==> src/rtl/mvm_sched.sv <==
// Sequencing controller for a lane-parallel y = A*x datapath: loads x and A from a
// byte stream, issues chunked read addresses with a tag pipe, then streams y out.
module mvm_sched #(
  parameter int N        = 4,
  parameter int LANES    = 4,
  parameter int AW       = 6,
  parameter int MEM_LAT  = 1,
  parameter int PIPE_LAT = 1
) (
  input  logic                clk,
  input  logic                reset,
  input  logic                start,
  input  logic                in_valid,
  output logic                in_ready,
  output logic                wr_en_x,
  output logic                wr_en_a,
  output logic [AW-1:0]       wr_addr,
  output logic [LANES*AW-1:0] rd_addr_x,
  output logic [LANES*AW-1:0] rd_addr_a,
  output logic                acc_clear,
  output logic                acc_en,
  output logic                wr_en_y,
  output logic [AW-1:0]       addr_y,
  output logic                out_valid,
  input  logic                out_ready,
  output logic                out_last,
  output logic                busy,
  output logic                done
);

  localparam int K = N / LANES;
  localparam int D = MEM_LAT + PIPE_LAT;

  localparam logic [AW-1:0] LAST_X     = AW'(N - 1);
  localparam logic [AW-1:0] LAST_A     = AW'(N * N - 1);
  localparam logic [AW-1:0] LAST_ROW   = AW'(N - 1);
  localparam logic [AW-1:0] LAST_CHUNK = AW'(K - 1);

  typedef enum logic [2:0] {
    IDLE,
    LOAD_X,
    LOAD_A,
    COMPUTE,
    OUTPUT
  } state_t;

  // Travels alongside a chunk from issue to the accumulator input.
  typedef struct packed {
    logic          valid;
    logic          first;
    logic          last;
    logic [AW-1:0] row;
  } tag_t;

  state_t        state;
  logic [AW-1:0] issue_row;
  logic [AW-1:0] issue_chunk;
  logic [AW-1:0] next_row;
  logic [AW-1:0] next_chunk;
  logic          issue_more;
  tag_t          next_tag;
  tag_t          first_tag;
  tag_t          tag_pipe [0:D];

  function automatic logic [LANES*AW-1:0] x_addrs(input logic [AW-1:0] chunk);
    logic [LANES*AW-1:0] v;
    v = '0;
    for (int l = 0; l < LANES; l++) begin
      v[l*AW +: AW] = chunk * AW'(LANES) + AW'(l);
    end
    return v;
  endfunction

  function automatic logic [LANES*AW-1:0] a_addrs(input logic [AW-1:0] row,
                                                  input logic [AW-1:0] chunk);
    logic [LANES*AW-1:0] v;
    v = '0;
    for (int l = 0; l < LANES; l++) begin
      v[l*AW +: AW] = row * AW'(N) + chunk * AW'(LANES) + AW'(l);
    end
    return v;
  endfunction

  always_comb begin
    next_chunk = (issue_chunk == LAST_CHUNK) ? '0 : issue_chunk + 1'b1;
    next_row   = (issue_chunk == LAST_CHUNK) ? issue_row + 1'b1 : issue_row;
    issue_more = tag_pipe[0].valid &&
                 !(issue_chunk == LAST_CHUNK && issue_row == LAST_ROW);
    next_tag   = '{valid: 1'b1, first: (next_chunk == '0),
                   last: (next_chunk == LAST_CHUNK), row: next_row};
    first_tag  = '{valid: 1'b1, first: 1'b1, last: (K == 1), row: '0};
  end

  // NOTE: the load strobes are combinational so a beat is written in the cycle it is accepted.
  assign wr_en_x   = in_valid && in_ready && (state == LOAD_X);
  assign wr_en_a   = in_valid && in_ready && (state == LOAD_A);
  assign acc_en    = tag_pipe[D].valid;
  assign acc_clear = tag_pipe[D].valid && tag_pipe[D].first;
  assign out_last  = out_valid && (addr_y == LAST_ROW);
  assign busy      = (state != IDLE);

  // NOTE: synchronous reset clears every flop, including the small tag pipe array,
  // so an aborted job can never leak a stale accumulate or y write.
  always_ff @(posedge clk) begin
    if (!reset) begin
      state       <= IDLE;
      in_ready    <= 1'b0;
      wr_addr     <= '0;
      rd_addr_x   <= '0;
      rd_addr_a   <= '0;
      issue_row   <= '0;
      issue_chunk <= '0;
      wr_en_y     <= 1'b0;
      addr_y      <= '0;
      out_valid   <= 1'b0;
      done        <= 1'b0;
      for (int k = 0; k <= D; k++) tag_pipe[k] <= '0;
    end else begin
      done        <= 1'b0;
      tag_pipe[0] <= '0;
      for (int k = 1; k <= D; k++) tag_pipe[k] <= tag_pipe[k-1];

      case (state)
        IDLE: begin
          if (start) begin
            state    <= LOAD_X;
            in_ready <= 1'b1;
            wr_addr  <= '0;
          end
        end

        LOAD_X: begin
          if (in_valid) begin
            if (wr_addr == LAST_X) begin
              state   <= LOAD_A;
              wr_addr <= '0;
            end else begin
              wr_addr <= wr_addr + 1'b1;
            end
          end
        end

        LOAD_A: begin
          if (in_valid) begin
            if (wr_addr == LAST_A) begin
              // Issue chunk (0,0) on the transition so COMPUTE starts reading at once.
              state       <= COMPUTE;
              in_ready    <= 1'b0;
              wr_addr     <= '0;
              issue_row   <= '0;
              issue_chunk <= '0;
              tag_pipe[0] <= first_tag;
              rd_addr_x   <= x_addrs('0);
              rd_addr_a   <= a_addrs('0, '0);
            end else begin
              wr_addr <= wr_addr + 1'b1;
            end
          end
        end

        COMPUTE: begin
          if (issue_more) begin
            issue_row   <= next_row;
            issue_chunk <= next_chunk;
            tag_pipe[0] <= next_tag;
            rd_addr_x   <= x_addrs(next_chunk);
            rd_addr_a   <= a_addrs(next_row, next_chunk);
          end
          if (wr_en_y && addr_y == LAST_ROW) begin
            state     <= OUTPUT;
            wr_en_y   <= 1'b0;
            addr_y    <= '0;
            out_valid <= 1'b0;
          end else begin
            wr_en_y <= tag_pipe[D].valid && tag_pipe[D].last;
            if (tag_pipe[D].valid && tag_pipe[D].last) addr_y <= tag_pipe[D].row;
          end
        end

        OUTPUT: begin
          // A cycle with out_valid low lets the y memory read settle after each address change.
          if (!out_valid) begin
            out_valid <= 1'b1;
          end else if (out_ready) begin
            out_valid <= 1'b0;
            if (addr_y == LAST_ROW) begin
              state  <= IDLE;
              done   <= 1'b1;
              addr_y <= '0;
            end else begin
              addr_y <= addr_y + 1'b1;
            end
          end
        end

        default: state <= IDLE;
      endcase
    end
  end

endmodule

==> config.mk <==
export PLATFORM = sky130hd
export DESIGN_NAME = mvm_sched
export DESIGN_NICKNAME = d
export VERILOG_FILES = /design/src/rtl/mvm_sched.sv
export SDC_FILE = /design/constraint.sdc
export NUM_CORES = 1
export LEC_CHECK = 0
export BUFFER_PORTS_ARGS = -buffer_cell sky130_fd_sc_hd__buf_2
export CELL_PAD_IN_SITES_DETAIL_PLACEMENT = 0
export CELL_PAD_IN_SITES_GLOBAL_PLACEMENT = 2
export CORE_UTILIZATION = 32
export CTS_CLUSTER_DIAMETER = 200
export DETAILED_ROUTE_END_ITERATION = 12
export PLACE_DENSITY = 0.81
export SLEW_MARGIN = 30
export SYNTH_ARGS = -nofsm -noshare
export SYNTH_HDL_FRONTEND = slang
export SYNTH_SLANG_ARGS = --single-unit
export TNS_END_PERCENT = 100
==> constraint.sdc <==
create_clock -name clk -period 3.2 [get_ports clk]
set_input_delay 0.16 -clock clk [delete_from_list [all_inputs] [get_ports clk]]
set_output_delay 0.16 -clock clk [all_outputs]
set_load 0.02 [all_outputs]
# [Word level (Yosys, flattened, before mapping)]
# Memories as Yosys holds them, arrays and structs flattened.
# Index checks and enable logic that the tools add are counted.
[op_classes] add_sub_neg=11 muxes=62 eq_ne=19 n_reduce_logical=25 bitwise=5
[ops] cell="24-bit 2-to-1 mux" n=4
[ops] cell="6-bit 2-to-1 mux" n=16
[ops] cell="24-bit case mux with 2 select lines" n=2
[ops] cell="9-bit 2-to-1 mux" n=5
[ops] cell="6-bit by 1-bit adder with 6-bit output (second input constant)" n=6
[ops] cell="6-bit case mux with 2 select lines" n=3
[ops] cell="3-bit 2-to-1 mux" n=9
[ops] cell="6-bit by 2-bit adder with 6-bit output (second input constant)" n=4
[ops] cell="4-bit AND reduction" n=5
[ops] cell="1-bit 2-to-1 mux" n=19
[ops] cell="6-bit by 2-bit equality test with 1-bit output (second input constant)" n=3
[ops] cell="6-bit case mux with 3 select lines" n=1
[ops] cell="2-bit != test (second input constant)" n=8
[ops] cell="3-bit case mux with 5 select lines" n=1
[ops] cell="6-bit logical NOT" n=2
[ops] cell="1-bit logical AND" n=9
[ops] cell="9-bit AND reduction" n=1
[ops] cell="6-bit adder" n=1
[ops] cell="3-bit by 2-bit equality test with 1-bit output (second input constant)" n=2
[ops] cell="6-bit by 4-bit equality test with 1-bit output (second input constant)" n=1
[ops] cell="2-bit nonzero test" n=3
[ops] cell="3-bit nonzero test" n=2
[ops] cell="1-bit bitwise OR" n=5
[ops] cell="2-bit by 1-bit != test with 1-bit output (second input constant)" n=2
[ops] cell="other kinds (7)" n=8
[word_totals] ramBits=27 reg_bits=79 memories=1 wordCells=134 output_inout_bits=70
[memory_table] name="tag_pipe" words=3 word_bits=9 read_ports=3 rd_clocked_by_memory_dff=0 write_ports=3 line_no="63" rtl="tag_t tag_pipe [0:D];"

# [Depth between registers and ports, before layout]
[logic_depth] ltp_word=9 ltp_mapped=11

# [Worst setup path before layout]
# OpenSTA, ideal clock, no wires.
[synth_timing] path_kind="register -> register" start="register issue_chunk[2]" end="register rd_addr_a[21]" t_arrival_ps=2182 stages_incl_launch_ff=10 path_buffers=2 t_required_ps=3085 setup_time_ps=115 setup_slack_ps=904 cell_sequence="dfxtp_1 buf_2 nor4_4 and2_1 buf_4 mux2_2 xor2_1 ha_1 and2_1 o21a_1"
[synth_via] elab_chain_len=6 elab_cells_between_ends=12
[synth_lines] element="from (decl)" line_no="57" rtl="logic [AW-1:0] issue_chunk;"
[synth_lines] element="from (signal assigned)" line_no="164" rtl="issue_chunk <= next_chunk;"
[synth_lines] element="6-bit logical NOT *" line_no="85, 86, 88"
[synth_lines] element="6-bit 2-to-1 mux (tied with other cells)" line_no="86" rtl="next_row = (issue_chunk == LAST_CHUNK) ? issue_row + 1'b1 : issue_row;"
[synth_lines] element="6-bit adder / 1-bit logical NOT (equally long branches)" line_no="79, 88"
[synth_lines] element="6-bit by 2-bit adder with 6-bit output / 1-bit logical AND (equally long branches)" line_no="79, 87"
[synth_lines] element="24-bit 2-to-1 mux / 2-bit != test (equally long branches)"
[synth_lines] element="24-bit case mux with 2 select lines / 4-bit AND reduction (equally long branches)"
[synth_lines] element="to (signal assigned)" line_no="154" rtl="rd_addr_a <= a_addrs('0, '0);"
[synth_lines] element="to (signal assigned)" line_no="167" rtl="rd_addr_a <= a_addrs(next_row, next_chunk);"
[synth_lines] element="to (decl)" line_no="19" rtl="output logic [LANES*AW-1:0] rd_addr_a,"
# Every way passes the cells marked *; elsewhere a longest branch is shown, timed or not. The select of a mux whose other input is x is not followed.
# A chain may end at the register's enable or synchronous reset.

# [Worst setup path after layout]
[layout_timing] start="register issue_chunk[3]" end="register rd_addr_a[17]"
[layout_via] elab_chain_len=6 elab_cells_between_ends=13
[layout_lines] element="6-bit logical NOT" line_no="86"
[layout_lines] element="6-bit 2-to-1 mux" line_no="86"
[layout_lines] element="via next_row[0]" line_no="58" rtl="logic [AW-1:0] next_row;"
[layout_lines] element="6-bit adder" line_no="79" rtl="v[l*AW +: AW] = row * AW'(N) + chunk * AW'(LANES) + AW'(l);"
[layout_lines] element="6-bit by 2-bit adder with 6-bit output" line_no="79"
[layout_lines] element="24-bit 2-to-1 mux" line_no="162" rtl="if (issue_more) begin"
[layout_lines] element="24-bit case mux with 2 select lines" line_no="123" rtl="case (state)"
# The timed path passes the listed nets, and every way through them passes these cells. The select of a mux whose other input is x is not followed.

==> results by group <==
Synthesis
  • Post-synthesis compound-gate area fraction: 16.6%
  • Simple logic cell fraction of the synthesized area: 24.8%
  • Count of state elements after synthesis: 60
  • Fraction of synthesized area in multiplexers: 1.27%
  • Count of distinct cell types in the synthesized netlist: 65
  • Portion of the post-synthesis area used by sequential elements: 35.9%
  • Count of mapped cells out of synthesis: 394
  • Xor-xnor portion of the synthesized cell area: 3.67%
  • Average cell area after synthesis: 8.49 µm²
  • Most used flip-flop cell after synthesis: dfxtp_1
  • Adder-cell share of the synthesized area: 2.99%
  • Post-synth EDFFs: 0
  • Asr flop ratio synth: 0%
  • Warnings, synthesis: 0
  • Synth Cell Area: 3340 µm²
  • Largest family of logic cells by synthesized area: simple AND/OR/NAND/NOR gates

Clock network
  • Count of cells resized by post-cts repair: 0
  • Number of buffers inserted for hold repair after clock tree synthesis: 0
  • Maximum root-to-sink buffer count: 2
  • Insertion delay of the later-clocked pin in the worst-skew pair: 0.35 ns
  • Clock slew at the register clock pins of the worst setup and hold paths: 0.07 ns
  • Clock tree from TritonCTS: done
  • TritonCTS Sinks: 60
  • # H-tree levels: 3
  • Master cell of the clock root buffer: clkbuf_8
  • Post-CTS setup buffer count: 0
  • Number of buffers created by CTS: 9

Timing
  • Setup-violating endpoint count in the final report: 0
  • Slew of the pin with the lowest slew margin: 0.724 ns
  • Minimum clock period: 2.52 ns
  • Final period utilization: 78.7%
  • Post-route clock skew: 0.0128 ns
  • Setup tns final: 0 ns
  • Highest clock rate: 0.397 GHz
  • Max-Slew Margin vs Limit: 51.3%
  • Fin. Hold Viols: 0
  • Hold Worst Slack: 0.0613 ns
  • RSZ-0062 raised after global routing: false
  • Slew Viols, Final: 0

Route
  • Final ANT Viol Nets: 0
  • Starting DRT DRC Count: 90
  • Detailed-route vias per instance: 4.87
  • Number of detailed-route iterations in the first pass: 4
  • Routed Wire Length: 7.44 mm
  • # DRC: 0
  • Mean routed wirelength per cell: 13.4 µm
  • Via count: 2713

Power
  • Clock share of power: 40.1%
  • Flop pwr share: 43.7%
  • Internal Dissipation: 1.33 mW
  • Static leakage: 1.65 nW
  • Areal power density over the cells: 508 nW/µm²
  • Combinational share of power: 16.2%
  • Proportion of total power due to net switching: 29.5%
  • Switching pwr: 0.554 mW
  • Peak supply drop: 0.000289 V

Hold path
  • Destination of the worst hold path: done
  • Worst hold path startpoint: out_ready
  • Tightest Hold Check Type: in2reg
  • WHS Path Cells: 3

Placement
  • Half-perimeter wire length of the detailed placement result: 5.14 mm
  • Buffers on Ports: 66
  • Routability congestion estimate from global placement: 0.767

Critical path
  • Cell-by-cell trace of the critical path: nor4_4 > and2_1 > xor2_1 > ha_1 > a211o_1 > a21oi_1 > a221oi_1 > xor2_1 > o21ai_1
  • Critical path's slowest cell: dfxtp_1
  • Required @ worst endpoint: 3.43 ns
  • Worst R2R Setup Slack: 0.68 ns
  • Startpoint class of the critical path: flip-flop
  • Origin of the critical flop-to-flop path: issue_chunk[3]
  • Crit-path max cell delay: 0.48 ns
  • Classification of the worst setup path: reg2reg
  • Crit-path most repeated cell: xor2_1
  • Biggest fanout along the worst timing path: 17
  • Worst setup EP type: flip-flop
  • Critical path arrival: 2.74 ns
  • Worst r2r path cells: 9
  • Worst r2r dst: rd_addr_a[17]

Floorplanning
  • Initial Utilization: 33.6%
  • Total core area: 9950 µm²
  • IO Count: 75
  • Width of the chip: 104 µm
  • Die outline area: 10900 µm²
  • Total number of placement rows: 36
  • Height of the die: 104 µm

Global route
  • Largest net degree at the start of global routing: 44
  • Global-route usage over all layers: 14.3%
  • Vias in the first global route: 2561
  • Initial antenna violation count: 0
  • Total congestion overflow: 0
  • Global-route wire length before repair: 12.5 mm

Final layout
  • Proportion of layout cells with a drive suffix above 1: 24.5%
  • Commonest non-fill, non-tap cell in the layout: buf_2
  • Final-stage net count: 432
  • Area grow syn2layout: 10.6%
  • Count of antenna diodes in the layout: 0
  • Top library cells by usage in the layout, fill and taps aside: buf_2 (66), dfxtp_1 (60), nor2_1 (29), nand2_1 (28), and2_1 (22)

Job
  • Maxcap violations: 0

Run status
  • Outcome: finished, final reports clean
[flip-flops by register name, summed over array words and instances, names as in the netlist]
register / cells
addr_y: 6
done: 1
in_ready: 1
issue_chunk: 6
issue_row: 6
out_valid: 1
rd_addr_a: 4
rd_addr_x: 1
state: 3
tag_pipe: 24
wr_addr: 6
wr_en_y: 1
[cells by family after synthesis]
family	count (synthesis)
mux	4
simple gates	149
compound gates	79
flops	60
other cells	1
xor+xnor	14
fa+ha+maj	8
buf+inv	79
[worst max-delay path by stage]
stage                    from             to
5_1_grt        issue_chunk[3]  rd_addr_a[17]
2_1_floorplan  issue_chunk[2]  rd_addr_a[21]
6_report       issue_chunk[3]  rd_addr_a[17]
3_5_place_dp   issue_chunk[3]  rd_addr_a[17]
3_3_place_gp   issue_chunk[3]  rd_addr_a[21]
4_1_cts        issue_chunk[3]  rd_addr_a[17]
[layout make-up]
cell class,instances,area (µm²)
tap,133,166
clock inverter,6,88.8
sequential,60,1200
fill,1050,6250
clock buffer,10,128
inverter,12,45.0
multi-input combinational,262,1680
timing repair buffer,74,390
[Yosys cell counts (3+ instances only)]
master / n / area (µm²)
clkbuf_1: 11 / 41.3
ha_1: 8 / 100
and3_1: 10 / 62.6
buf_4: 44 / 330
o21a_1: 5 / 37.5
nor2_1: 29 / 109
o21ai_0: 12 / 60.1
xnor2_1: 9 / 78.8
o31ai_1: 3 / 22.5
buf_2: 10 / 50.1
o211a_1: 4 / 40.0
nor3_1: 7 / 35.0
nor2b_1: 3 / 18.8
or3_1: 4 / 25.0
and2_1: 22 / 138
nor4b_1: 3 / 26.3
nor4_1: 5 / 31.3
nand2_1: 28 / 105
inv_1: 11 / 41.3
dfxtp_1: 60 / 1200
nand4_1: 3 / 18.8
xor2_1: 5 / 43.8
o22ai_1: 3 / 18.8
a21oi_1: 19 / 95.1
a31oi_1: 5 / 31.3
nand3_1: 20 / 100
[layer usage]
layer  share of wire, %  GRT usage [%]
met2                 47           23.4
met4               0.99           4.29
met1                 48           18.1
met3                4.0           4.20
met5                  0              0
[power groups by stage]
stage	combinational (mW)	sequential, mW	clock [mW]
final	0.305	0.821	0.754
after global routing	0.337	0.826	0.818
after CTS	0.307	0.819	0.775
after detailed placement	0.306	0.837	0
after global placement	0.305	0.835	0
after floorplan	0.258	0.814	0
[stage by stage]
step | total power, mW | cell area (µm²) | setup WS, ns | util, % | instances
3_3_place_gp | 1.14 | 3480 | 0.760 | 35.0 | 541
4_1_cts | 1.90 | 3700 | 0.703 | 37.2 | 557
6_report | 1.88 | 3700 | 0.682 | 37.2 | 557
2_1_floorplan | 1.07 | 3370 | 0.904 | - | 401
5_1_grt | 1.98 | 3700 | 0.490 | 37.2 | 557
3_5_place_dp | 1.14 | 3480 | 0.708 | 35.0 | 541
[worst max-delay path, delay by kind of cell, from the launching register on]
family                     cells  cell delay, ns
and+or+nand+nor                2            0.73
AOI/OAI and AO/OA              4            0.54
DFF                            1            0.48
xor gates and xnor gates       2            0.41
adders and majority gates      1            0.25
Power figures use the tool's default switching activity.
